<file path="src/rtl/dma_frontend_pkg.sv">
// Shared types and register map for the DMA descriptor frontend.
// Descriptor layout matches what the DMA backend consumes.
package dma_frontend_pkg;

    localparam int AddrWidth = 64;
    localparam int LenWidth  = 64;

    localparam logic [11:0] RegSrc      = 12'h000;
    localparam logic [11:0] RegDst      = 12'h008;
    localparam logic [11:0] RegNumBytes = 12'h010;
    localparam logic [11:0] RegConfig   = 12'h018;
    localparam logic [11:0] RegStatus   = 12'h020;
    localparam logic [11:0] RegNextId   = 12'h028;
    localparam logic [11:0] RegDoneId   = 12'h030;

    localparam int CfgDecoupleBit = 0;
    localparam int CfgDeburstBit  = 1;
    localparam int StatusBusyBit  = 0;
    localparam int StatusOutLsb   = 8;

    typedef struct packed {
        logic [AddrWidth-1:0] src;
        logic [AddrWidth-1:0] dst;
        logic [LenWidth-1:0]  num_bytes;
        logic                 decouple;
        logic                 deburst;
    } dma_desc_t;

    typedef enum logic {
        IDLE,
        ISSUE
    } fsm_state_e;

    function automatic logic [63:0] apply_strb(
        input logic [63:0] old,
        input logic [63:0] wdata,
        input logic [7:0]  strb
    );
        logic [63:0] res;
        res = old;
        for (int b = 0; b < 8; b++) begin
            if (strb[b]) res[8*b +: 8] = wdata[8*b +: 8];
        end
        return res;
    endfunction

endpackage

</file>
<file path="src/rtl/dma_desc_frontend_id_counter.sv">
// Transfer-ID counter: increments on enable and wraps to 1,
// so ID 0 stays reserved as "none".
module dma_id_counter
    import dma_frontend_pkg::*;
#(
    parameter int               Width    = 32,
    parameter logic [Width-1:0] ResetVal = '0
) (
    input  logic             clk_i,
    input  logic             rst_i,
    input  logic             en_i,
    output logic [Width-1:0] cnt_o
);

    logic [Width-1:0] cnt_q;

    always_ff @(posedge clk_i or posedge rst_i) begin
        if (rst_i) begin
            cnt_q <= ResetVal;
        end else if (en_i) begin
            cnt_q <= (&cnt_q) ? Width'(1) : cnt_q + Width'(1);
        end
    end

    assign cnt_o = cnt_q;

endmodule

</file>
<file path="src/rtl/dma_desc_frontend.sv">
// Register frontend of the DMA engine: a NEXT_ID read launches one
// descriptor and tracks outstanding transfers and completions.
module dma_desc_frontend
    import dma_frontend_pkg::*;
#(
    parameter int IdCntWidth     = 32,
    parameter int MaxOutstanding = 4
) (
    input  logic        clk_i,
    input  logic        rst_i,
    input  logic        reg_valid_i,
    input  logic        reg_write_i,
    input  logic [11:0] reg_addr_i,
    input  logic [63:0] reg_wdata_i,
    input  logic [7:0]  reg_wstrb_i,
    output logic        reg_ready_o,
    output logic [63:0] reg_rdata_o,
    output logic        reg_error_o,
    output logic        desc_valid_o,
    input  logic        desc_ready_i,
    output dma_desc_t   desc_o,
    input  logic        done_i,
    output logic        busy_o,
    output logic        irq_o
);

    localparam int OutW = $clog2(MaxOutstanding + 1);

    fsm_state_e state_q, state_d;

    logic [63:0]     src_q, dst_q, nbytes_q;
    logic [1:0]      cfg_q;
    dma_desc_t       desc_q;
    logic [OutW-1:0] out_q, out_d;
    logic            irq_q, busy_q, busy_d;

    logic [IdCntWidth-1:0] next_id, done_id;

    logic        launch, handshake, done_acc;
    logic        wr_src, wr_dst, wr_nb, wr_cfg;
    logic        ready, error;
    logic [63:0] rdata, rd_mux;
    logic        aligned, mapped, ro;

    assign aligned = reg_addr_i[2:0] == 3'b000;
    assign mapped  = reg_addr_i <= RegDoneId;
    assign ro      = reg_addr_i inside {RegStatus, RegNextId, RegDoneId};

    always_comb begin
        rd_mux = '0;
        case (reg_addr_i)
            RegSrc:      rd_mux = src_q;
            RegDst:      rd_mux = dst_q;
            RegNumBytes: rd_mux = nbytes_q;
            RegConfig:   rd_mux = 64'(cfg_q);
            RegStatus: begin
                rd_mux[StatusOutLsb +: 8] = 8'(out_q);
                rd_mux[StatusBusyBit]     = busy_q;
            end
            RegDoneId:   rd_mux = 64'(done_id);
            default:     rd_mux = '0;
        endcase
    end

    always_comb begin
        state_d   = state_q;
        ready     = 1'b0;
        error     = 1'b0;
        rdata     = '0;
        launch    = 1'b0;
        handshake = 1'b0;
        wr_src    = 1'b0;
        wr_dst    = 1'b0;
        wr_nb     = 1'b0;
        wr_cfg    = 1'b0;
        unique case (state_q)
            IDLE: begin
                if (reg_valid_i) begin
                    if (!aligned || !mapped || (reg_write_i && ro)) begin
                        ready = 1'b1;
                        error = 1'b1;
                    end else if (reg_write_i) begin
                        ready  = 1'b1;
                        wr_src = reg_addr_i == RegSrc;
                        wr_dst = reg_addr_i == RegDst;
                        wr_nb  = reg_addr_i == RegNumBytes;
                        wr_cfg = reg_addr_i == RegConfig;
                    end else if (reg_addr_i == RegNextId) begin
                        // a full window leaves ready low so the read retries
                        if (nbytes_q == '0) begin
                            ready = 1'b1;
                            error = 1'b1;
                        end else if (out_q < OutW'(MaxOutstanding)) begin
                            launch  = 1'b1;
                            state_d = ISSUE;
                        end
                    end else begin
                        ready = 1'b1;
                        rdata = rd_mux;
                    end
                end
            end
            ISSUE: begin
                if (desc_ready_i) begin
                    handshake = 1'b1;
                    ready     = 1'b1;
                    rdata     = 64'(next_id);
                    state_d   = IDLE;
                end
            end
            default: state_d = IDLE;
        endcase
    end

    assign done_acc = done_i && (out_q != '0);

    always_comb begin
        out_d = out_q;
        case ({handshake, done_acc})
            2'b10:   out_d = out_q + OutW'(1);
            2'b01:   out_d = out_q - OutW'(1);
            default: out_d = out_q;
        endcase
    end

    assign busy_d = (out_d != '0) || (state_d == ISSUE);

    always_ff @(posedge clk_i or posedge rst_i) begin
        if (rst_i) begin
            state_q  <= IDLE;
            src_q    <= '0;
            dst_q    <= '0;
            nbytes_q <= '0;
            cfg_q    <= '0;
            desc_q   <= '0;
            out_q    <= '0;
            irq_q    <= 1'b0;
            busy_q   <= 1'b0;
        end else begin
            state_q <= state_d;
            out_q   <= out_d;
            irq_q   <= done_acc;
            busy_q  <= busy_d;
            if (wr_src) src_q <= apply_strb(src_q, reg_wdata_i, reg_wstrb_i);
            if (wr_dst) dst_q <= apply_strb(dst_q, reg_wdata_i, reg_wstrb_i);
            if (wr_nb) nbytes_q <= apply_strb(nbytes_q, reg_wdata_i, reg_wstrb_i);
            if (wr_cfg && reg_wstrb_i[0]) cfg_q <= reg_wdata_i[1:0];
            if (launch) begin
                desc_q.src       <= src_q;
                desc_q.dst       <= dst_q;
                desc_q.num_bytes <= nbytes_q;
                desc_q.decouple  <= cfg_q[CfgDecoupleBit];
                desc_q.deburst   <= cfg_q[CfgDeburstBit];
            end
        end
    end

    dma_id_counter #(
        .Width    (IdCntWidth),
        .ResetVal (IdCntWidth'(1))
    ) u_next_id (
        .clk_i (clk_i),
        .rst_i (rst_i),
        .en_i  (handshake),
        .cnt_o (next_id)
    );

    dma_id_counter #(
        .Width    (IdCntWidth),
        .ResetVal ('0)
    ) u_done_id (
        .clk_i (clk_i),
        .rst_i (rst_i),
        .en_i  (done_acc),
        .cnt_o (done_id)
    );

    // combinational response is masked while reset is held
    assign reg_ready_o  = ready & ~rst_i;
    assign reg_error_o  = error & ~rst_i;
    assign reg_rdata_o  = rst_i ? '0 : rdata;
    assign desc_valid_o = state_q == ISSUE;
    assign desc_o       = desc_q;
    assign busy_o       = busy_q;
    assign irq_o        = irq_q;

endmodule

</file>
<file path="config.mk">
export PLATFORM = sky130hd
export DESIGN_NAME = dma_desc_frontend
export DESIGN_NICKNAME = d
export VERILOG_FILES = /design/src/rtl/dma_frontend_pkg.sv /design/src/rtl/dma_desc_frontend_id_counter.sv /design/src/rtl/dma_desc_frontend.sv
export SDC_FILE = /design/constraint.sdc
export NUM_CORES = 1
export LEC_CHECK = 0
export ABC_AREA = 1
export BUFFER_PORTS_ARGS = -buffer_cell sky130_fd_sc_hd__clkbuf_2
export CAP_MARGIN = 20
export CORE_MARGIN = 2
export CORE_UTILIZATION = 42
export DETAILED_ROUTE_END_ITERATION = 7
export GPL_TIMING_DRIVEN = 0
export PLACE_DENSITY_LB_ADDON = 0.05
export SYNTH_ARGS = -nofsm -noshare
export SYNTH_HDL_FRONTEND = slang
export SYNTH_HIERARCHICAL = 1
export SYNTH_SLANG_ARGS = --single-unit
</file>
<file path="constraint.sdc">
create_clock -name clk_i -period 25.3 [get_ports clk_i]
set_input_delay 1.265 -clock clk_i [delete_from_list [all_inputs] [get_ports clk_i]]
set_output_delay 1.265 -clock clk_i [all_outputs]
set_load 0.01 [all_outputs]
</file>
Yosys cells after proc, flatten, opt, wreduce, memory -nomap -nowiden
Index checks and enable logic that the tools add are counted.
W data, S select, Z words.
- logic and storage cells: 146
- bits of input ports: 90
- register bits: 458
- output and inout bits: 263
- reduce and logical (&&, ||, !) cells: 40
- mux-type cells: 52
- equality and inequality tests: 8
- bitwise operators: 4
- order comparisons: 2
- add/subtract/negate cells: 4
- operators with widths (operator ; number):
    $mux W64 ; 5
    $pmux W48 S4 ; 1
    $pmux W64 S2 ; 1
    $mux W32 ; 3
    $add A32 B1 Y32 const B ; 2
    $logic_not A64 Y1 ; 1
    $reduce_and A32 Y1 ; 2
    $reduce_and A2 Y1 ; 24
    $pmux W8 S5 ; 1
    $eq A12 B6 Y1 const B ; 3
    $mux W1 ; 36
    $pmux W7 S5 ; 1
    $eq A12 B5 Y1 const B ; 2
    $eq A12 B4 Y1 const B ; 1
    $le A12 B6 Y1 const B ; 1
    $logic_not A12 Y1 ; 1
    $reduce_bool A3 Y1 ; 3
    $pmux W1 S6 ; 1
    $pmux W3 S2 ; 1
    $pmux W1 S2 ; 2
    $add A3 B1 Y3 const B ; 1
    $logic_and A1 B1 Y1 ; 3
    $logic_not A3 Y1 ; 1
    $logic_or A1 B1 Y1 ; 3
    other kinds (7) ; 10

Logic depth before layout (Yosys ltp)
- depth in word-level cells: 9
- depth in mapped cells: 12
- depth with buffers taken out: 12

Hierarchy
The synthesis kept the hierarchy.
- by module, submodules not included (module ; area each (um^2) ; seq. area each (um^2) ; cells each ; instances):
    dma_desc_frontend ; 17640.7 ; 9859.5 ; 2078 ; 1
    dma_id_counter at u_done_id ; 2023.2 ; 800.8 ; 260 ; 1
    dma_id_counter at u_next_id ; 2013.2 ; 802.0 ; 291 ; 1

Worst setup path after synthesis
No wires, ideal clock.
- kind: input to output
- start: input rst_i
- end: output reg_rdata_o[33]
- path buffers: 2
- cell stages on the path: 6
- path slack: 12662 ps
- required time: 24035 ps
- arrival time: 11373 ps
- cell sequence: clkbuf_1 -> inv_1 -> o21ai_1 -> nor2_4 -> buf_6 -> o21a_1
- word-level cells in the longest chain between the ends: 1
- ends and longest elaborated chain (element ; RTL line ; source):
    start: declaration ; dma_desc_frontend.sv:10 ; input logic rst_i,
    $mux W64 ; dma_desc_frontend.sv:181 ; assign reg_rdata_o = rst_i ? '0 : rdata;
    end: declaration ; dma_desc_frontend.sv:17 ; output logic [63:0] reg_rdata_o,
No other way between the ends.

Worst setup path after layout
- start: input rst_i
- end: output reg_rdata_o[54]
Same word-level chain as after synthesis.

==> summary.txt <==
Clock tree
  • Clock latency at the later pin of the worst-skew pair: 0.60 ns
  • Clock Tree Buf Depth: 3
  • Htree depth: 2
  • CTS tree: yes
  • Clock Tree Root: clkbuf_16
  • Clock Sink Count: 458
  • CTS clk-pin slew, worst paths: 0.06 ns
  • Post-CTS Hold Buffers: 0
  • Total CTS buffers: 51
  • CTS resizes: 0
  • Setup bufs post-CTS: 0

Power
  • Max VDD drop: 42.9 uV
  • Leak: 12.6 nW
  • Cell-internal power: 1.23 mW
  • Switching power total: 377 uW
  • Clock share of power: 48.1%
  • Logic pwr share: 4.9%
  • Sw frac: 23.5%
  • Reg power frac: 47.0%
  • Total power: 1.60 mW
  • Total power per unit cell area: 61.3 nW/um2

Global routing
  • Initial antenna violation count: 4
  • Vias in the first global route: 19000
  • All-layer global routing usage: 29.2%
  • Pin count of the biggest net entering global routing: 127
  • Gr ovfl total: 0
  • First-pass GRT wire length: 118000 um

Drt
  • Residual DRC: 0
  • Via density: 5.22
  • Post-Route WL: 78100 um
  • Initial DRC count: 1667
  • Pre-antenna DRT Iters: 6
  • Remaining antenna violation count: 0
  • WL/cell: 20.8 um
  • Via count: 19600

STA
  • Fin crit period: 5.39 ns
  • Fin Setup TNS: 0 ns
  • Final hold viol count: 0
  • Final Max Slew Viols: 0
  • Relative slew slack: 30.1%
  • Maximum clock frequency: 185 MHz
  • RSZ-0062 raised after global routing: false
  • Final setup vio count: 0
  • Clock skew: 0.0179 ns
  • Tightest Pin Transition: 1.05 ns
  • Final worst-path cycle share: 21.3%

Yosys
  • Synth warn: 6
  • Post-Synthesis Cell Area: 21700 um2
  • Syn nets: 2723
  • Gate Count Post-Synth: 2629
  • Synth cell types: 44
  • Register area share after synthesis: 52.9%
  • Avg Cell Area, Syn: 8.25 um2
  • Register bit count reported by yosys: 458
  • Ys flop type: dfrtp_1
  • Number of synthesized flops with an enable pin: 0
  • Ys async rst share: 100%

Layout
  • Multi-input logic area: 8270 um2
  • Finished Layout Cells: 3760
  • FILL cells: 5097
  • Layout cells sized above 1: 19.9%
  • # nets final: 3133
  • Area grow syn2layout: 20.7%
  • Register area: 11500 um2

Critical path
  • Worst EP required: 24.03 ns
  • Critical path peak fanout: 126
  • WS Path Type: in2out
  • Crit-path slowest cell: buf_16
  • Worst EP arrival: 4.13 ns
  • CP cell instances: clkbuf_2, clkbuf_1, inv_8, buf_16, buf_16, o21ai_1, nor2_4, buf_6, o21a_1, clkbuf_2
  • CP top delay family: buffers and inverters
  • CP Launch Type: input port
  • Crit-path max cell delay: 0.50 ns
  • Buf/Inv on CP: 7
  • Crit end category: primary output

Placement
  • GP Congestion: 0.976
  • Post-placement cell count: 3666
  • IO Port Bufs: 352
  • Hpwl dp: 60400 um

Job
  • Max Cap Viol: 0

Floorplan
  • Core outline area: 51200 um2
  • # IOs: 353
  • FP Rows: 83
  • Die X: 231 um
  • Die Area: 53400 um2
  • Die Ht: 231 um
  • Initial core utilization: 42.3%

Run status
  • Status: finished, final reports clean

Worst hold path
  • Worst hold path type: reg2reg
==> logic make-up (layout without fill, tap and decap cells) <==
kind of cell	Yosys count	in the layout	synth area share (%)
DFF	458	458	52.9
xor gates and xnor gates	30	30	1.21
buffers and inverters	482	928	8.98
adders and majority gates	4	4	0.266
other	0	5	0
AOI/OAI and AO/OA	513	513	12.5
and+or+nand+nor	1142	1142	24.1
==> state kept, by name, summed over array words and instances, names as in the netlist, 2 cells and up <==
signal and count:
desc_o 194, dst_q 64, out_q 3, cfg_q 2, nbytes_q 64, u_next_id/cnt_o 32, u_done_id/cnt_o 32, src_q 64
==> placed cells by master (no fill, tap or decap), types with 13 or more instances in the layout <==
cell type,Yosys,routed
xor2_1,17,17
o21ai_1,285,285
o21ai_0,112,112
inv_1,355,354
nor2_2,17,17
clkbuf_2,0,352
nand4_1,58,58
buf_2,63,63
a21oi_1,42,42
nand2_2,23,23
nand3_1,179,179
nand2_4,18,18
nand2_1,628,628
o22ai_1,32,32
dfrtp_1,457,457
nor2_4,17,17
clkbuf_1,42,54
nor2_1,174,174
o21a_1,32,32
clkbuf_16,0,52
xnor2_1,13,13
==> metrics by stage <==
stage / utilization (%) / setup WS (ns) / area, um2 / hold slack (ns)
3_3_place_gp: 47.4 / 8.23 / 24300 / 0.468
2_1_floorplan: - / 12.66 / 21700 / 0.459
6_report: 51.1 / 19.91 / 26200 / 0.484
5_1_grt: 51.1 / 19.56 / 26200 / 0.495
3_5_place_dp: 47.7 / 19.77 / 24400 / 0.474
4_1_cts: 51.1 / 19.77 / 26200 / 0.489
==> power by group through the flow <==
stage                     Sequential, mW  Combinational, mW  Clock (mW)
final                              0.754             0.0780       0.772
after global routing               0.755             0.0873       0.815
after CTS                          0.754             0.0789       0.784
after detailed placement           0.767             0.0786           0
after global placement             0.767             0.0743           0
after floorplan                    0.763             0.0482           0
==> area by class of cell <==
cell class	instances	area share [%]
Clock buffer	73	5.62
Clock inverter	16	0.952
Sequential cell	458	43.8
Timing Repair Buffer	357	7.26
Inverter	367	5.30
Antenna cell	5	0.0478
Multi-Input combinational cell	1689	31.6
Tap cell	680	3.25
Buffer	115	2.17
==> tightest hold or removal path: stages (launching register included) <==
cell and delay [ns]:
dfrtp_1 0.34, nand2_1 0.05, o21ai_0 0.06
==> synthesized netlist by cell type (all sizes together), types with 3 or more instances <==
| cell type | count | area [um2] |
|---|---|---|
| a21oi | 43 | 226 |
| o22ai | 32 | 200 |
| xnor2 | 13 | 114 |
| nand3 | 189 | 1010 |
| o21ai | 397 | 1990 |
| o21bai | 5 | 37.5 |
| nor3 | 5 | 25.0 |
| buf | 73 | 409 |
| inv | 365 | 1370 |
| clkbuf | 42 | 158 |
| o21a | 32 | 240 |
| nand4 | 60 | 397 |
| dfrtp | 457 | 11400 |
| nor2 | 212 | 1030 |
| xor2 | 17 | 149 |
| nand2 | 669 | 2700 |
| ha | 3 | 37.5 |
==> layer usage <==
layer | GRT usage [%] | wire length [um] | up-vias
met4 | 9.27 | 2380 | 0
li1 | - | - | 9256
met3 | 4.86 | 4860 | 120
met5 | 0 | 0 | -
met2 | 44.9 | 35100 | 691
met1 | 42.1 | 35800 | 9548
==> worst paths after layout <==
check | start | depth (start not counted) | slack (ns) | endpoint
min in group asynchronous | rst_i | 2 | 0.74 | u_done_id/cnt_o[8]
worst max-delay path | rst_i | 10 | 19.91 | reg_rdata_o[54]
worst max register to register | nbytes_q[59] | 11 | 22.37 | desc_o[161]
worst min register to register | desc_o[13] | 2 | 0.48 | desc_o[13]
max in group asynchronous | rst_i | 5 | 22.87 | nbytes_q[36]
worst min-delay path | desc_o[13] | 2 | 0.48 | desc_o[13]
(Power assumes the default switching activity.)
